--- config.mk ---
export PLATFORM = sky130hd
export DESIGN_NAME = robertsons_sequencer
export DESIGN_NICKNAME = d
export VERILOG_FILES = /design/src/rtl/robertsons_pkg.sv /design/src/rtl/robertsons_sequencer_fifo.sv /design/src/rtl/robertsons_sequencer.sv
export SDC_FILE = /design/constraint.sdc
export NUM_CORES = 1
export LEC_CHECK = 0
export CORE_MARGIN = 4
export CORE_UTILIZATION = 56
export DETAILED_ROUTE_END_ITERATION = 16
export GPL_ROUTABILITY_DRIVEN = 0
export PLACE_DENSITY = 0.95
export SETUP_SLACK_MARGIN = 0.02
export SYNTH_ARGS = -nofsm -noshare
export SYNTH_HDL_FRONTEND = slang
export SYNTH_SLANG_ARGS = --single-unit
--- constraint.sdc ---
create_clock -name clk -period 6.65 [get_ports clk]
set_input_delay 0.9975 -clock clk [delete_from_list [all_inputs] [get_ports clk]]
set_output_delay 0.9975 -clock clk [all_outputs]
set_load 0.005 [all_outputs]
--- src/rtl/robertsons_pkg.sv ---
// robertsons_pkg: shared widths, range limit and FSM state encoding for the sequencer
package robertsons_pkg;
  localparam int OP_W = 8;
  localparam int PROD_W = 16;
  localparam logic signed [OP_W-1:0] MULTIPLICAND_MIN = -8'sd64;
  typedef enum logic [1:0] {IDLE = 2'd0, START = 2'd1, GUARD = 2'd2, WAIT = 2'd3} state_e;
endpackage

--- src/rtl/robertsons_sequencer_fifo.sv ---
// op_fifo: operand-pair queue with show-ahead head and wrap-bit full/empty detection
module op_fifo #(
  parameter int DEPTH = 4,
  parameter int WIDTH = 16
) (
  input  logic             clk,
  input  logic             reset,
  input  logic             push_i,
  input  logic             pop_i,
  input  logic [WIDTH-1:0] data_i,
  output logic [WIDTH-1:0] data_o,
  output logic             full_o,
  output logic             empty_o
);
  localparam int AW = $clog2(DEPTH);
  logic [WIDTH-1:0] mem_q [DEPTH];
  logic [AW:0] wr_q, rd_q;
  assign full_o = (wr_q[AW] != rd_q[AW]) && (wr_q[AW-1:0] == rd_q[AW-1:0]);
  assign empty_o = wr_q == rd_q;
  assign data_o = mem_q[rd_q[AW-1:0]];
  always_ff @(posedge clk or posedge reset)
    if (reset) begin
      wr_q <= '0;
      rd_q <= '0;
    end else begin
      if (push_i) wr_q <= wr_q + 1'b1;
      if (pop_i) rd_q <= rd_q + 1'b1;
    end
  always_ff @(posedge clk)
    if (push_i) mem_q[wr_q[AW-1:0]] <= data_i;
endmodule

--- src/rtl/robertsons_sequencer.sv ---
// robertsons_sequencer: queues operand pairs, drives one multiply at a time, and
// registers each product (or a range/timeout error) for a ready/valid consumer.
module robertsons_sequencer
  import robertsons_pkg::*;
#(
  parameter int FIFO_DEPTH = 4,
  parameter int TIMEOUT = 32
) (
  input  logic              clk,
  input  logic              reset,
  input  logic              in_valid,
  output logic              in_ready,
  input  logic [OP_W-1:0]   in_multiplier,
  input  logic [OP_W-1:0]   in_multiplicand,
  output logic              mult_start,
  output logic [OP_W-1:0]   mult_multiplier,
  output logic [OP_W-1:0]   mult_multiplicand,
  input  logic              mult_done,
  input  logic [PROD_W-1:0] mult_product,
  output logic              out_valid,
  input  logic              out_ready,
  output logic [PROD_W-1:0] out_product,
  output logic              out_error,
  output logic [15:0]       op_count
);
  localparam int TW = $clog2(TIMEOUT + 1);
  state_e state_q, state_d;
  logic [TW-1:0] tmo_q, tmo_d;
  logic [OP_W-1:0] mplier_q, mcand_q;
  logic [PROD_W-1:0] prod_q, prod_d;
  logic valid_q, valid_d, err_q, err_d;
  logic [15:0] cnt_q;
  logic [2*OP_W-1:0] head;
  logic full, empty, push, pop, range_err, tmo_hit, wait_done, wait_tmo, wr_res;
  op_fifo #(.DEPTH(FIFO_DEPTH), .WIDTH(2*OP_W)) u_fifo (
    .clk     (clk),
    .reset   (reset),
    .push_i  (push),
    .pop_i   (pop),
    .data_i  ({in_multiplier, in_multiplicand}),
    .data_o  (head),
    .full_o  (full),
    .empty_o (empty)
  );
  assign in_ready = !full;
  assign push = in_valid && !full;
  // a pop needs somewhere to put its result, so it waits for the output slot to free
  assign pop = state_q == IDLE && !empty && (!valid_q || out_ready);
  assign range_err = $signed(head[OP_W-1:0]) < MULTIPLICAND_MIN;
  assign tmo_hit = tmo_q == TW'(TIMEOUT - 1);
  assign wait_done = state_q == WAIT && mult_done;
  assign wait_tmo = state_q == WAIT && !mult_done && tmo_hit;
  assign wr_res = (pop && range_err) || wait_done || wait_tmo;
  always_comb begin
    state_d = state_q == IDLE  ? (pop && !range_err ? START : IDLE) :
              state_q == START ? GUARD :
              state_q == GUARD ? WAIT :
              (mult_done || tmo_hit) ? IDLE : WAIT;
    tmo_d = state_q == WAIT ? tmo_q + 1'b1 : '0;
    valid_d = wr_res ? 1'b1 : (valid_q && out_ready) ? 1'b0 : valid_q;
    prod_d = wr_res ? (wait_done ? mult_product : '0) : prod_q;
    err_d = wr_res ? !wait_done : err_q;
  end
  always_ff @(posedge clk or posedge reset)
    if (reset) begin
      state_q  <= IDLE;
      tmo_q    <= '0;
      mplier_q <= '0;
      mcand_q  <= '0;
      prod_q   <= '0;
      valid_q  <= 1'b0;
      err_q    <= 1'b0;
      cnt_q    <= '0;
    end else begin
      state_q <= state_d;
      tmo_q   <= tmo_d;
      prod_q  <= prod_d;
      valid_q <= valid_d;
      err_q   <= err_d;
      cnt_q   <= cnt_q + 16'(wr_res);
      if (pop) {mplier_q, mcand_q} <= head;
    end
  assign mult_start = state_q == START;
  assign mult_multiplier = mplier_q;
  assign mult_multiplicand = mcand_q;
  assign out_valid = valid_q;
  assign out_product = prod_q;
  assign out_error = err_q;
  assign op_count = cnt_q;
endmodule

==> results of run 1 <==
## critical path, stage by stage, from the launching register on
cell and delay, ps:
dfrtp_1 1070, xor2_1 250, or3_1 490, clkdlybuf4s50_1 490
## cells by family after synthesis
logic type,Yosys count,share of synthesized area [%]
DFF,128,70.0
xor gates and xnor gates,26,4.52
AOI/OAI and AO/OA,25,4.80
muxes,17,7.68
buffers and inverters,16,1.84
and+or+nand+nor,102,9.17
adders and majority gates,8,1.99
## through the flow
| step | setup WS, ps | cells |
|---|---|---|
| finish | 2830 | 541 |
| global route | 2610 | 541 |
| CTS | 2750 | 541 |
| detailed placement | 2730 | 509 |
| global placement | 2890 | 509 |
| floorplan | 4050 | 322 |
## layer usage
metal  part of all wire [%]  routed length (um)
met4                    1.4                 148
met2                     52                5630
met3                    6.9                 740
met5                      0                   0
met1                     40                4280
## cell type report
cell class,instances,area [sq um],area share [%]
Inverter,5,18.8,0.284
Tap cell,108,135,2.05
Sequential cell,128,3520,53.4
Clock buffer,17,414,6.27
Clock inverter,15,199,3.01
Timing Repair Buffer,90,896,13.6
Multi-Input combinational cell,178,1420,21.5
## cells in the final DEF, fill, tap and decap left out, types with 2 or more instances in the layout
cell | netlist | layout
mux4_2 | 12 | 12
a22o_1 | 7 | 7
a22o_2 | 9 | 9
clkbuf_16 | 0 | 16
nor3_1 | 3 | 3
clkdlybuf4s50_1 | 0 | 88
bufinv_16 | 0 | 3
inv_1 | 4 | 3
dfrtp_1 | 64 | 64
and3_1 | 10 | 10
o21ai_0 | 2 | 2
or3_1 | 2 | 2
nand4_1 | 5 | 5
mux4_1 | 4 | 4
ha_1 | 8 | 8
nor2_1 | 7 | 7
xnor2_1 | 17 | 17
inv_2 | 1 | 2
nand3_1 | 8 | 8
inv_8 | 0 | 2
nand2_1 | 62 | 62
edfxtp_1 | 64 | 64
buf_4 | 0 | 2
inv_6 | 0 | 5
xor2_1 | 9 | 9
clkinv_4 | 0 | 4
## state kept, by name (all words and copies together), names as in the netlist, 3 cells and up
signal,count
u_fifo.rd_q,3
u_fifo.mem_q,64
op_count,16
out_product,16
u_fifo.wr_q,3
tmo_q,6
mult_multiplicand,8
mult_multiplier,8
## Yosys cell counts, types with 2 or more instances
library cell	number	area (sq um)
a22o_1	7	61.3
a22o_2	9	90.1
and3_1	10	62.6
buf_1	2	7.51
buf_2	2	10.0
buf_6	4	45.0
clkbuf_1	3	11.3
dfrtp_1	64	1600
edfxtp_1	64	1920
ha_1	8	100
inv_1	4	15.0
mux4_1	4	105
mux4_2	12	270
nand2_1	62	233
nand3_1	8	40.0
nand4_1	5	31.3
nor2_1	7	26.3
nor3_1	3	15.0
o21ai_0	2	10.0
or3_1	2	12.5
xnor2_1	17	149
xor2_1	9	78.8
## where the power goes
group          switching, W  internal (W)  leakage (nW)
Combinational      0.000373      0.000471         0.989
Clock              0.000370      0.000584         0.298
Sequential         0.000182       0.00108          1.40
Total              0.000925       0.00214          2.68
## final timing paths
| path | from | end | slack, ps | cells after the start |
|---|---|---|---|---|
| max in group asynchronous | reset | mult_multiplicand[6] | 5050 | 3 |
| min | tmo_q[0] | tmo_q[0] | 460 | 1 |
| max reg2reg | u_fifo.rd_q[0] | op_count[15] | 2970 | 8 |
| min in group asynchronous | reset | out_product[13] | 660 | 2 |
| min reg2reg | tmo_q[0] | tmo_q[0] | 460 | 1 |
| max | u_fifo.rd_q[0] | in_ready | 2830 | 3 |
==> metrics.csv, run 1 <==
metric,value,unit
"Seq/Total Area, Yosys",70.0,%
status,completed,
final instance area,6600,sq um
setup violators final,0,
# IOs,89,
final hold vios,0,
Tot Pwr,0.00306,W
GR Util met3,7.78,%
CP max FO,19,
Setup Skew,9.89,ps
pin count of the biggest net entering global routing,62,
top_reg_cell synth,edfxtp_1,
asr flop ratio synth,50.0,%
Post-Syn Area per Cell,15.6,sq um
GR Util met1,26.5,%
CTS H-tree lvls,4,
CP arrival,2820,ps
Setup CP Type,reg -> out,
leak pwr,2.68,nW
final core occ,75.7,%
DIE AREA,10600,sq um
setup TNS,0,ps
number of DRC markers in iteration 0,123,
number of fill cells,504,
clock sink count,128,
# hold bufs at CTS,0,
Rel. slew slack,27.1,%
worst vdd ir,0.288,mV
"Warnings, synthesis",0,
port bufs,88,
vias in the first global route,3292,
vias post-DR,3037,
Top Usage Layer GRT,met2,
Post-Syn Instances,322,
Clock Latency Late Sink,520,ps
vias per cell,5.61,
CTS Buffer Depth,2,
critical path capture point type,output pin,
DPL Wire Length,6830,um
Post-CTS Resized,0,
Die Ht,103,um
Clock Root Buffer,clkbuf_8,
mapped cell area,5030,sq um
Core Area,8720,sq um
Post-synth EDFFs,64,
Avg WL per Cell,20.0,um
first-pass GRT wire length,16800,um
n_diodes,0,
area delta synth->final,31.2,%
maximum clock frequency,262,MHz
power density cells,463,nW/um^2
TritonCTS clock tree,built,
Initial Utilization,57.7,%
RSZ-0062 raised after global routing,no,
Min Hold Slack,463,ps
Synth Register Bits,128,
TritonCTS buffer count,17,
die width,103,um
Final Max Slew Viols,0,
Nets,465,
Mapped Nets,367,
GR Util met2,37.9,%
Worst Tran Pin Value,1090,ps
initial antenna violation count,0,
final wirelength,10800,um
grt ovf,0,
Final period util,57.5,%
layout cells sized above 1,14.3,%
number of distinct library cells after synthesis,36,
Routed Antenna Nets,0,
max-cap viol count,0,
drt pass-1 iters,4,
Rows,34,
GRT Util Overall,22.1,%
clock transition at the registers of the reported paths,60,ps
CP startpoint kind,flop,
Hold WC Path Type,reg -> reg,
Final min period,3820,ps
WP data required,5650,ps
DP Area,5990,sq um
detailed-route DRC error count,0,
# Post-CTS Setup Buffers,0,
(Power assumes the default switching activity.)
==> run 2: changes to the inputs <==
--- a/config.mk
+++ b/config.mk
@@ -6,10 +6,10 @@
 export NUM_CORES = 1
 export LEC_CHECK = 0
 export CORE_MARGIN = 4
-export CORE_UTILIZATION = 56
+export CORE_UTILIZATION = 47
 export DETAILED_ROUTE_END_ITERATION = 16
 export GPL_ROUTABILITY_DRIVEN = 0
-export PLACE_DENSITY = 0.95
+export PLACE_DENSITY = 0.87
 export SETUP_SLACK_MARGIN = 0.02
 export SYNTH_ARGS = -nofsm -noshare
 export SYNTH_HDL_FRONTEND = slang
==> constraint.sdc (replaced) <==
create_clock -name clk -period 3.1 [get_ports clk]
set_input_delay 0.465 -clock clk [delete_from_list [all_inputs] [get_ports clk]]
set_output_delay 0.465 -clock clk [all_outputs]
set_load 0.005 [all_outputs]
==> metrics.csv, run 2 (synthesis gave the netlist of run 1 again) <==
metric,value,unit,change
max FFs per register,64,,unchanged
Core Area,10400,sq um,+19%
setup violators final,0,,unchanged
critical path capture point type,output pin,,
DPL Wire Length,7070,um,+3.6%
setup TNS,0,ps,unchanged
power density cells,961,nW/um^2,+110%
Setup Skew,10.0,ps,+0.143 ps
layout cells sized above 1,15.1,%,+0.75 points
CP max FO,6,,-13
# IOs,89,,unchanged
grt ovf,0,,unchanged
drt pass-1 iters,4,,unchanged
maximum clock frequency,380,MHz,
Clock Latency Late Sink,520,ps,about the same
# Post-CTS Setup Buffers,0,,unchanged
number of DRC markers in iteration 0,135,,+9.8%
RSZ-0062 raised after global routing,no,,
CTS Buffer Depth,2,,unchanged
DP Area,6080,sq um,+1.4%
pin count of the biggest net entering global routing,40,,-35%
number of fill cells,735,,+46%
R2R depth,9,,+1
footprint of the multi-input gates,1420,sq um,unchanged
Rel. slew slack,40.4,%,+13 points
WP data required,2630,ps,-3020 ps
register area,3520,sq um,unchanged
initial antenna violation count,0,,unchanged
Clock Root Buffer,clkbuf_8,,
final hold vios,0,,unchanged
vias in the first global route,3279,,-0.39%
vias post-DR,3089,,+1.7%
Routed Antenna Nets,0,,unchanged
CTS H-tree lvls,4,,unchanged
# hold bufs at CTS,0,,unchanged
Initial Utilization,48.5,%,-9.2 points
status,completed,,
worst vdd ir,0.515,mV,+79%
Die Ht,111,um,+8.4%
Final min period,2630,ps,
CP startpoint kind,flop,,
CP arrival,2170,ps,-650 ps
detailed-route DRC error count,0,,unchanged
Post-CTS Resized,0,,unchanged
Final period util,84.9,%,
TritonCTS clock tree,built,,
port bufs,88,,unchanged
Final Max Slew Viols,0,,unchanged
Setup CP Type,reg -> out,,
Nets,470,,+1.1%
max-cap viol count,0,,unchanged
die width,111,um,+8.4%
Worst Tran Pin Value,894,ps,-199 ps
clock sink count,128,,unchanged
Rows,37,,+8.8%
final wirelength,10500,um,-2.6%
vias per cell,5.38,,-4.1%
Hold WC Path Type,in -> async,,
DIE AREA,12400,sq um,+18%
area delta synth->final,31.8,%,
leak pwr,2.68,nW,about the same
"leading cell type in the layout, fill and taps excluded",clkdlybuf4s50_1,,
first-pass GRT wire length,17000,um,+1.2%
n_diodes,0,,unchanged
final instance area,6640,sq um,+0.47%
"commonest cells after routing, fill and taps aside","clkdlybuf4s50_1, dfrtp_1, edfxtp_1, nand2_1, xnor2_1",,
clock transition at the registers of the reported paths,60,ps,about the same
GRT Util Overall,17.8,%,-4.3 points
TritonCTS buffer count,17,,unchanged
Avg WL per Cell,18.3,um,-8.2%
[run 2: cell count changes in the layout (fill, tap and decap cells not counted), sizes merged]
cell	delta
buf	+5
clkinvlp	+2
clkinv	-1
inv	+1
bufinv	-2
[run 2: layer usage]
| metal | part of all wire, % | vias up | global-route usage (%) |
|---|---|---|---|
| li1 | - | 1393 | - |
| met1 | 42 | 1579 | 21.1 |
| met2 | 51 | 102 | 30.3 |
| met3 | 5.7 | 15 | 6.14 |
| met4 | 1.2 | 0 | 6.24 |
| met5 | 0 | - | 0 |
[run 2: power breakdown]
group          switching, W  total (W)  internal [W]
registers          0.000291    0.00261       0.00232
logic              0.000862    0.00190       0.00104
clock network      0.000779    0.00186       0.00108
[run 2: path summary, 6_finish.rpt]
check | from | endpoint | slack, ps
worst min register to register | mult_multiplicand[0] | mult_multiplicand[0] | 470
max in group asynchronous | reset | mult_multiplier[0] | 2130
min in group clk | mult_multiplicand[0] | mult_multiplicand[0] | 470
worst min-delay path | reset | tmo_q[3] | 350
worst max register to register | u_fifo.rd_q[0] | op_count[10] | 630
worst max-delay path | u_fifo.rd_q[1] | in_ready | 470
[run 2: per-stage QoR]
stage / hold WS, ps / util [%] / std cells / power [W] / setup slack, ps
5_1_grt: 380 / 64.0 / 574 / 0.00674 / 398
3_3_place_gp: 447 / 58.6 / 542 / 0.00447 / 592
3_5_place_dp: 461 / 58.6 / 542 / 0.00457 / 524
6_report: 352 / 64.0 / 574 / 0.00638 / 467
2_1_floorplan: 433 / - / 322 / 0.00367 / 823
4_1_cts: 362 / 64.0 / 574 / 0.00645 / 437
[run 2: critical path, cell delays in order, from the launching register on]
cell             delay [ps]
dfrtp_1                 460
xor2_1                  230
or3_1                   470
clkdlybuf4s50_1         490
[run 2: area by class of cell]
cell class              instances  area share (%)
repair buffers                 95            14.3
flip-flops and latches        128            53.1
well taps                     136            2.56
clock inverters                15            2.19
multi-input cells             178            21.4
inverters                       5           0.283
clock buffers                  17            6.24
